## src/rtl/alu_arbiter.sv

```systemverilog
// Two-requester round-robin front end for a shared combinational ALU.
// One result is registered and held for its owner until consumed.
module alu_arbiter #(
  parameter int CNT_W = 16
) (
  input  logic             i_clk,
  input  logic             i_rst,
  input  logic             i_req0_valid,
  input  logic             i_req1_valid,
  output logic             o_req0_ready,
  output logic             o_req1_ready,
  input  logic [31:0]      i_req0_r,
  input  logic [31:0]      i_req0_s,
  input  logic [31:0]      i_req1_r,
  input  logic [31:0]      i_req1_s,
  input  logic [3:0]       i_req0_aluc,
  input  logic [3:0]       i_req1_aluc,
  output logic             o_rsp0_valid,
  output logic             o_rsp1_valid,
  input  logic             i_rsp0_ready,
  input  logic             i_rsp1_ready,
  output logic [31:0]      o_rsp_data,
  output logic [31:0]      o_alu_r,
  output logic [31:0]      o_alu_s,
  output logic [3:0]       o_alu_aluc,
  input  logic [31:0]      i_alu,
  output logic             o_busy,
  output logic [CNT_W-1:0] o_op_cnt
);

  typedef enum logic {IDLE = 1'b0, HOLD = 1'b1} state_t;

  state_t           state, state_next;
  logic             owner, owner_next;
  logic             ptr, ptr_next;
  logic [31:0]      rsp_data;
  logic [CNT_W-1:0] op_cnt;

  logic consume;
  logic grant_ok;
  logic grant0;
  logic grant1;

  always_ff @(posedge i_clk or posedge i_rst) begin
    if (i_rst) begin
      state    <= IDLE;
      owner    <= 1'b0;
      ptr      <= 1'b0;
      rsp_data <= 32'd0;
      op_cnt   <= '0;
    end else begin
      state <= state_next;
      owner <= owner_next;
      ptr   <= ptr_next;
      if (grant0 || grant1) begin
        rsp_data <= i_alu;
      end
      if (consume) begin
        op_cnt <= op_cnt + CNT_W'(1);
      end
    end
  end

  always_comb begin
    state_next   = state;
    owner_next   = owner;
    ptr_next     = ptr;
    o_req0_ready = 1'b0;
    o_req1_ready = 1'b0;
    o_alu_r      = 32'd0;
    o_alu_s      = 32'd0;
    o_alu_aluc   = 4'd0;

    // Only the owner's ready can free the slot; the other side is ignored.
    consume  = (state == HOLD) && (owner ? i_rsp1_ready : i_rsp0_ready);
    grant_ok = (state == IDLE) || consume;
    grant0   = grant_ok && i_req0_valid && (!i_req1_valid || !ptr);
    grant1   = grant_ok && i_req1_valid && (!i_req0_valid || ptr);

    if (grant0) begin
      state_next = HOLD;
      owner_next = 1'b0;
      ptr_next   = 1'b1;
    end else if (grant1) begin
      state_next = HOLD;
      owner_next = 1'b1;
      ptr_next   = 1'b0;
    end else if (consume) begin
      state_next = IDLE;
    end

    // Reset gates only the combinational outputs, keeping it off the flop data paths.
    if (!i_rst) begin
      if (grant0) begin
        o_req0_ready = 1'b1;
        o_alu_r      = i_req0_r;
        o_alu_s      = i_req0_s;
        o_alu_aluc   = i_req0_aluc;
      end else if (grant1) begin
        o_req1_ready = 1'b1;
        o_alu_r      = i_req1_r;
        o_alu_s      = i_req1_s;
        o_alu_aluc   = i_req1_aluc;
      end
    end
  end

  assign o_rsp0_valid = (state == HOLD) && !owner;
  assign o_rsp1_valid = (state == HOLD) && owner;
  assign o_busy       = (state == HOLD);
  assign o_rsp_data   = rsp_data;
  assign o_op_cnt     = op_cnt;

endmodule

```

## config.mk

```make
export PLATFORM = sky130hd
export DESIGN_NAME = alu_arbiter
export DESIGN_NICKNAME = d
export VERILOG_FILES = /design/src/rtl/alu_arbiter.sv
export SDC_FILE = /design/constraint.sdc
export NUM_CORES = 1
export LEC_CHECK = 0
export CAP_MARGIN = 20
export CELL_PAD_IN_SITES_DETAIL_PLACEMENT = 0
export CELL_PAD_IN_SITES_GLOBAL_PLACEMENT = 1
export CORE_AREA = 5 5 116 140
export DETAILED_ROUTE_END_ITERATION = 12
export DIE_AREA = 0 0 121 145
export HOLD_SLACK_MARGIN = 0.08
export PLACE_DENSITY = 0.76
export RECOVER_POWER = 25
export SLEW_MARGIN = 20
export SYNTH_ARGS = -nofsm -noshare
export SYNTH_HDL_FRONTEND = slang
export SYNTH_SLANG_ARGS = --single-unit
```

## constraint.sdc

```tcl
create_clock -name i_clk -period 2.25 [get_ports i_clk]
set_input_delay 0.45 -clock i_clk [delete_from_list [all_inputs] [get_ports i_clk]]
set_output_delay 0.45 -clock i_clk [all_outputs]
set_load 0.005 [all_outputs]
```

==> summary.md, run 1 <==
| Metric | Value |
|---|---|
| Final setup fails | 68 |
| Post-DP Area | 6068 um^2 |
| Post-synthesis instance area | 2746 um^2 |
| Comb power frac | 0.531 |
| Power density over the cells | 689.2 nW/um^2 |
| Initial DRC Count | 128 |
| Seq/Total Area, Yosys | 0.4647 |
| Cells after Synth | 226 |
| Area Growth Syn to Fin | 139.5% |
| Reg2Reg Depth | 5 |
| Post-route cell area | 6578 um^2 |
| Residual DRC count | 0 |
| Leakage | 2.844 nW |
| Worst Path Max Fanout | 7 |
| Clk pwr share | 0.160 |
| CTS buffer count | 5 |
| Die area | 17,550 um^2 |
| Total wire length | 19,370 um |
| Initial antenna violation count | 7 |
| Leading cell types in the layout, fill and taps excluded | clkdlybuf4s50_1 (219), a22o_1 (64), dfrtp_1 (51) |
| Initial Util | 0.1859 |
| Synth warnings | 0 |
| CTS Buffer Depth | 2 |
| Largest net degree at the start of global routing | 42 |
| Setup ws final | -0.4023 ns |
| WP data required | 1.80 ns |
| First-pass GRT wire length | 26,760 um |
| Final TNS setup | -19.71 ns |
| Final Skew | 0.006798 ns |
| Vias | 3,483 |
| Gr ovfl total | 0 |
| Clk slew on worst S/H paths | 0.06 ns |
| Sw power | 1.408 mW |
| Yosys top cell area share | 0.4647 |
| Max_cap viols | 0 |
| Worst setup EP type | output port |
| Yosys reg bits | 51 |
| Total GRT Usage | 0.2092 |
| Startpoint class of the critical path | flop |
| Max-slew headroom | 0.3053 |
| Rows | 49 |
| Routed wire per std cell | 25.29 um |
| Seq pwr share | 0.310 |
| Layout Nets | 737 |
| CTS Hold Bufs | 0 |
| Final worst-path cycle share | 1.179 |
| Highest clock rate | 0.3770 GHz |
| Fin util | 0.4452 |
| Peak supply drop | 0.8862 mV |
| Antenna viol nets, final | 0 |
| CP Class | reg2out |
| RD Place Congestion | 0.8243 |
| Int Power | 3.125 mW |
| IO buf count | 294 |
| Die height | 145 um |
| Failing checks | negative setup slack |
| Unrepaired setup endpoints after global routing | yes |
| CTS tree | done |
| Largest area contributor in the netlist | dfrtp_1 |
| Clk sink count | 51 |
| Netlist cell types | 27 |
| Hold Crit Class | in2async |
| Min cycle time layout | 2.652 ns |
| Via density | 4.547 |
| Worst EP arrival | 2.20 ns |
| First-pass detailed-route iteration total | 4 |
| Core ar. | 14,780 um^2 |
| Root Driver | clkbuf_16 |
| Synth area leaders | dfrtp_1 (46%), a22o_1 (22%), mux2_2 (12%) |
| Status | complete, but fails checks |
| Slew Viols, Final | 0 |
| Post-DP HPWL | 14,380 um |
| Top Ports | 295 |
| Vias in the first global route | 3,867 |
| Worst skew pair latency | 0.29 ns |
| Commonest non-fill, non-tap cell in the layout | clkdlybuf4s50_1 |
| Number of H-tree levels | 2 |
| Share of cells above drive strength 1 | 0.2923 |
| Mean Syn Cell Area | 12.15 um^2 |
| Die outline width | 121 um |
| Net count after synthesis | 401 |
| Total power | 4.533 mW |
| Hold Violations, Final | 0 |
| Slew @ Worst Pin | 1.042 ns |
| Sw frac | 0.3106 |
[Yosys cell counts]
cell	n
and3_1	2
dfrtp_1	51
a21oi_2	1
buf_2	13
mux2_2	29
mux2_1	4
xor2_1	2
inv_1	2
nand4_1	7
mux2i_1	1
nor3b_1	1
nor3_4	1
xnor2_1	13
o21ai_0	3
nor2b_1	1
and4_1	2
nor2_1	4
mux2_4	1
and2_1	1
ha_1	1
a211oi_4	1
clkbuf_1	1
o21ai_2	2
buf_4	4
nand2_1	7
nand3_1	3
a22o_1	68
[logic make-up after synthesis]
logic type                 after synthesis  synth area share
and+or+nand+nor                         29           0.06060
AOI/OAI and AO/OA                       75            0.2392
muxes                                   35            0.1444
DFF                                     51            0.4647
adders and majority gates                1          0.004555
xor gates and xnor gates                15           0.04784
buffers and inverters                   20           0.03872
[through the flow]
stage                     hold slack [ns]  worst slack, ns  instances
final                              0.3944          -0.4023        766
after floorplan                    0.4683           0.2535        226
after global routing               0.4374          -0.4441        765
after detailed placement           0.4713          -0.7485        723
after CTS                          0.3454          -0.5516        765
after global placement             0.4684          -0.7329        723
[state kept, by name (all words and copies together) (netlist names)]
register and count:
o_busy 1, o_op_cnt 16, o_rsp_data 32, owner 1
ptr 1
[critical path: stages, from the launching register on]
cell and delay, ns:
dfrtp_1 0.40, mux2_4 0.35, o21ai_4 0.19, a211oi_4 0.06
buf_6 0.14, buf_12 0.13, buf_16 0.15, buf_6 0.12
a22o_4 0.24, buf_6 0.13
[power groups by stage]
| stage | clock network, mW | logic [mW] | registers [mW] |
|---|---|---|---|
| CTS | 0.739 | 2.45 | 1.40 |
| finish | 0.725 | 2.40 | 1.40 |
| detailed placement | 0 | 2.19 | 1.41 |
| floorplan | 0 | 0.687 | 1.40 |
| global route | 0.779 | 2.55 | 1.44 |
| global placement | 0 | 2.17 | 1.39 |
[final timing paths]
check | from | to | slack [ns]
setup / recovery | owner$_DFFE_PP0P_ | o_alu_s[0] | -0.40
max in group asynchronous | i_rst | o_op_cnt[15]$_DFFE_PP0P_ | 0.50
hold reg to reg | o_op_cnt[15]$_DFFE_PP0P_ | o_op_cnt[15]$_DFFE_PP0P_ | 0.49
setup reg to reg | owner$_DFFE_PP0P_ | o_rsp_data[8]$_DFFE_PP0P_ | 0.48
hold / removal | i_rst | o_rsp_data[5]$_DFFE_PP0P_ | 0.39
min in group i_clk | o_op_cnt[15]$_DFFE_PP0P_ | o_op_cnt[15]$_DFFE_PP0P_ | 0.49
[routing by layer]
layer / vias to the layer above / global-route usage / wire (um)
li1: 1551 / - / -
met1: 1665 / 0.2453 / 7329
met2: 233 / 0.3357 / 8728
met3: 22 / 0.1160 / 2983
met4: 12 / 0.04422 / 269
met5: - / 0 / 62
[area by class of cell]
cell class | instances | area [um^2]
inverter | 2 | 7.507
fill | 1432 | 8198
timing repair buffer | 347 | 3491
sequential | 51 | 1276
clock buffer | 6 | 128.9
tap | 204 | 255.2
antenna | 1 | 2.502
multi-input combinational | 155 | 1416
[timing repair]
item                       4_1_cts  5_1_grt
pin swaps                       37       15
gates resized for setup        314       26
setup endpoints to repair       70       70
buffers inserted                29        3
cloned                           7        2
Note: power is estimated with default switching activity, not from simulation.
==> inputs of run 2 (changes only) <==
==> constraint.sdc (replaced) <==
create_clock -name i_clk -period 2.25 [get_ports i_clk]
set_input_delay 0.3375 -clock i_clk [delete_from_list [all_inputs] [get_ports i_clk]]
set_output_delay 0.3375 -clock i_clk [all_outputs]
set_load 0.005 [all_outputs]
==> summary.md, run 2 (synthesis results as in run 1) <==
| Metric | Value |
|---|---|
| Max_cap viols | 0 |
| Met3 track demand over resource | 0.1397 |
| Worst Path Max Fanout | 5 |
| Initial DRC Count | 71 |
| Failing checks | negative setup slack |
| Fin util | 0.4364 |
| Top Ports | 295 |
| Leakage | 2.790 nW |
| Met2 Resource Use GR | 0.3140 |
| CTS tree | done |
| Vias | 3,407 |
| Startpoint class of the critical path | flop |
| Die outline width | 121 um |
| Rows | 49 |
| Total wire length | 18,740 um |
| First-pass GRT wire length | 26,020 um |
| IO buf count | 294 |
| Setup ws final | -0.2588 ns |
| Die area | 17,550 um^2 |
| Share of cells above drive strength 1 | 0.2847 |
| Gr ovfl total | 0 |
| Hold Violations, Final | 0 |
| Routed wire per std cell | 24.66 um |
| Most used routing layer | met2 |
| Max FFs per register | 32 |
| Root Driver | clkbuf_16 |
| Layout Nets | 729 |
| Clk slew on worst S/H paths | 0.07 ns |
| Slew @ Worst Pin | 0.9495 ns |
| Hold Crit Class | reg2reg |
| Initial Util | 0.1859 |
| Critical Path, Cell by Cell | mux2_4 -> o21ai_4 -> a211oi_4 -> buf_12 -> buf_12 -> buf_8 -> buf_6 -> a22o_1 -> buf_2 |
| Place WS | -0.5467 ns |
| FILL cells | 1,429 |
| Vias in the first global route | 3,762 |
| Highest clock rate | 0.3986 GHz |
| Critical Path Most Common Cell | buf_12 |
| Global Route met1 Usage | 0.2250 |
| Residual DRC count | 0 |
| CTS Hold Bufs | 0 |
| Worst setup EP type | output port |
| Peak supply drop | 0.6664 mV |
| Antenna viol nets, final | 0 |
| CP startpoint | owner$_DFFE_PP0P_ |
| Post-DP HPWL | 14,370 um |
| Unrepaired setup endpoints after global routing | yes |
| Via density | 4.483 |
| Status | complete, but fails checks |
| Total GRT Usage | 0.2012 |
| Clk sink count | 51 |
| Core ar. | 14,780 um^2 |
| Initial antenna violation count | 8 |
| Worst skew pair latency | 0.29 ns |
| Largest net degree at the start of global routing | 42 |
| Power density over the cells | 701.8 nW/um^2 |
| Max-slew headroom | 0.3670 |
| Commonest non-fill, non-tap cell in the layout | clkdlybuf4s50_1 |
| CTS Buffer Depth | 2 |
| Critical path's slowest cell | dfrtp_1 |
| Number of H-tree levels | 2 |
| WP data required | 1.91 ns |
| CP max stage delay | 0.40 ns |
| Final worst-path cycle share | 1.115 |
| RD Place Congestion | 0.8298 |
| Final setup fails | 68 |
| Final Skew | 0.008827 ns |
| Reg-to-Reg Start | owner$_DFFE_PP0P_ |
| CTS buffer count | 5 |
| Leading cell types in the layout, fill and taps excluded | clkdlybuf4s50_1 (220), a22o_1 (64), dfrtp_1 (51) |
| HP Start | o_op_cnt[15]$_DFFE_PP0P_ |
| Slew Viols, Final | 0 |
| Worst EP arrival | 2.17 ns |
| First-pass detailed-route iteration total | 4 |
| Min cycle time layout | 2.509 ns |
| Die height | 145 um |
| Area Growth Syn to Fin | 134.8% |
| CP Class | reg2out |
run 2: metal layers:
layer	vias to the layer above	routed length [um]
li1	1527	-
met1	1624	6793
met2	214	8346
met3	28	3209
met4	14	295
met5	-	94
run 2: worst max-delay path, delay by kind of cell (launching register included):
family	cells	cell delay, ns
compound gates	3	0.50
buf+inv	5	0.64
mux	1	0.33
flops	1	0.40
run 2: power breakdown:
group / switching [mW] / internal [mW] / total [mW] / leakage (nW)
registers: 0.207 / 1.19 / 1.40 / 0.618
logic: 0.835 / 1.47 / 2.31 / 2.10
clock network: 0.348 / 0.474 / 0.822 / 0.0761
run 2: path summary, 6_finish.rpt:
kind                                         endpoint  slack [ns]  depth (start not counted)
setup / recovery                          o_alu_s[14]       -0.26                          9
max in group asynchronous  o_rsp_data[17]$_DFFE_PP0P_        0.36                          3
hold / removal               o_op_cnt[15]$_DFFE_PP0P_        0.48                          1
setup reg to reg            o_rsp_data[8]$_DFFE_PP0P_        0.45                          5
min in group asynchronous   o_rsp_data[6]$_DFFE_PP0P_        0.61                          2
hold reg to reg              o_op_cnt[15]$_DFFE_PP0P_        0.48                          1
run 2: per-stage QoR:
| step | power [mW] | std cells | hold WS (ns) | instance area (um^2) | setup TNS (ns) |
|---|---|---|---|---|---|
| 6_report | 4.525 | 760 | 0.4792 | 6447 | -10.54 |
| 5_1_grt | 4.787 | 760 | 0.5012 | 6447 | -13.58 |
| 4_1_cts | 4.548 | 753 | 0.4779 | 6452 | -13.69 |
| 3_5_place_dp | 3.594 | 723 | 0.4715 | 6068 | -31.89 |
| 3_3_place_gp | 3.560 | 723 | 0.4679 | 6068 | -29.11 |
| 2_1_floorplan | 2.090 | 226 | 0.4640 | 2746 | 0 |
run 2: layout make-up:
type / instances / area [um^2] / share of cell area
repair buffers: 339 / 3332 / 0.5168
clock inverters: 1 / 7.507 / 0.001164
well taps: 204 / 255.2 / 0.03959
inverters: 2 / 7.507 / 0.001164
flip-flops and latches: 51 / 1276 / 0.1979
clock buffers: 7 / 152.6 / 0.02368
multi-input cells: 155 / 1414 / 0.2193
diodes: 1 / 2.502 / 0.0003881
run 2: repair_timing:
item                                    4_1_cts  5_1_grt
buffers inserted                             18        5
gates resized for setup                     249       51
pin swaps                                    17       23
cloned                                        4        6
endpoints found under the setup margin       70       70
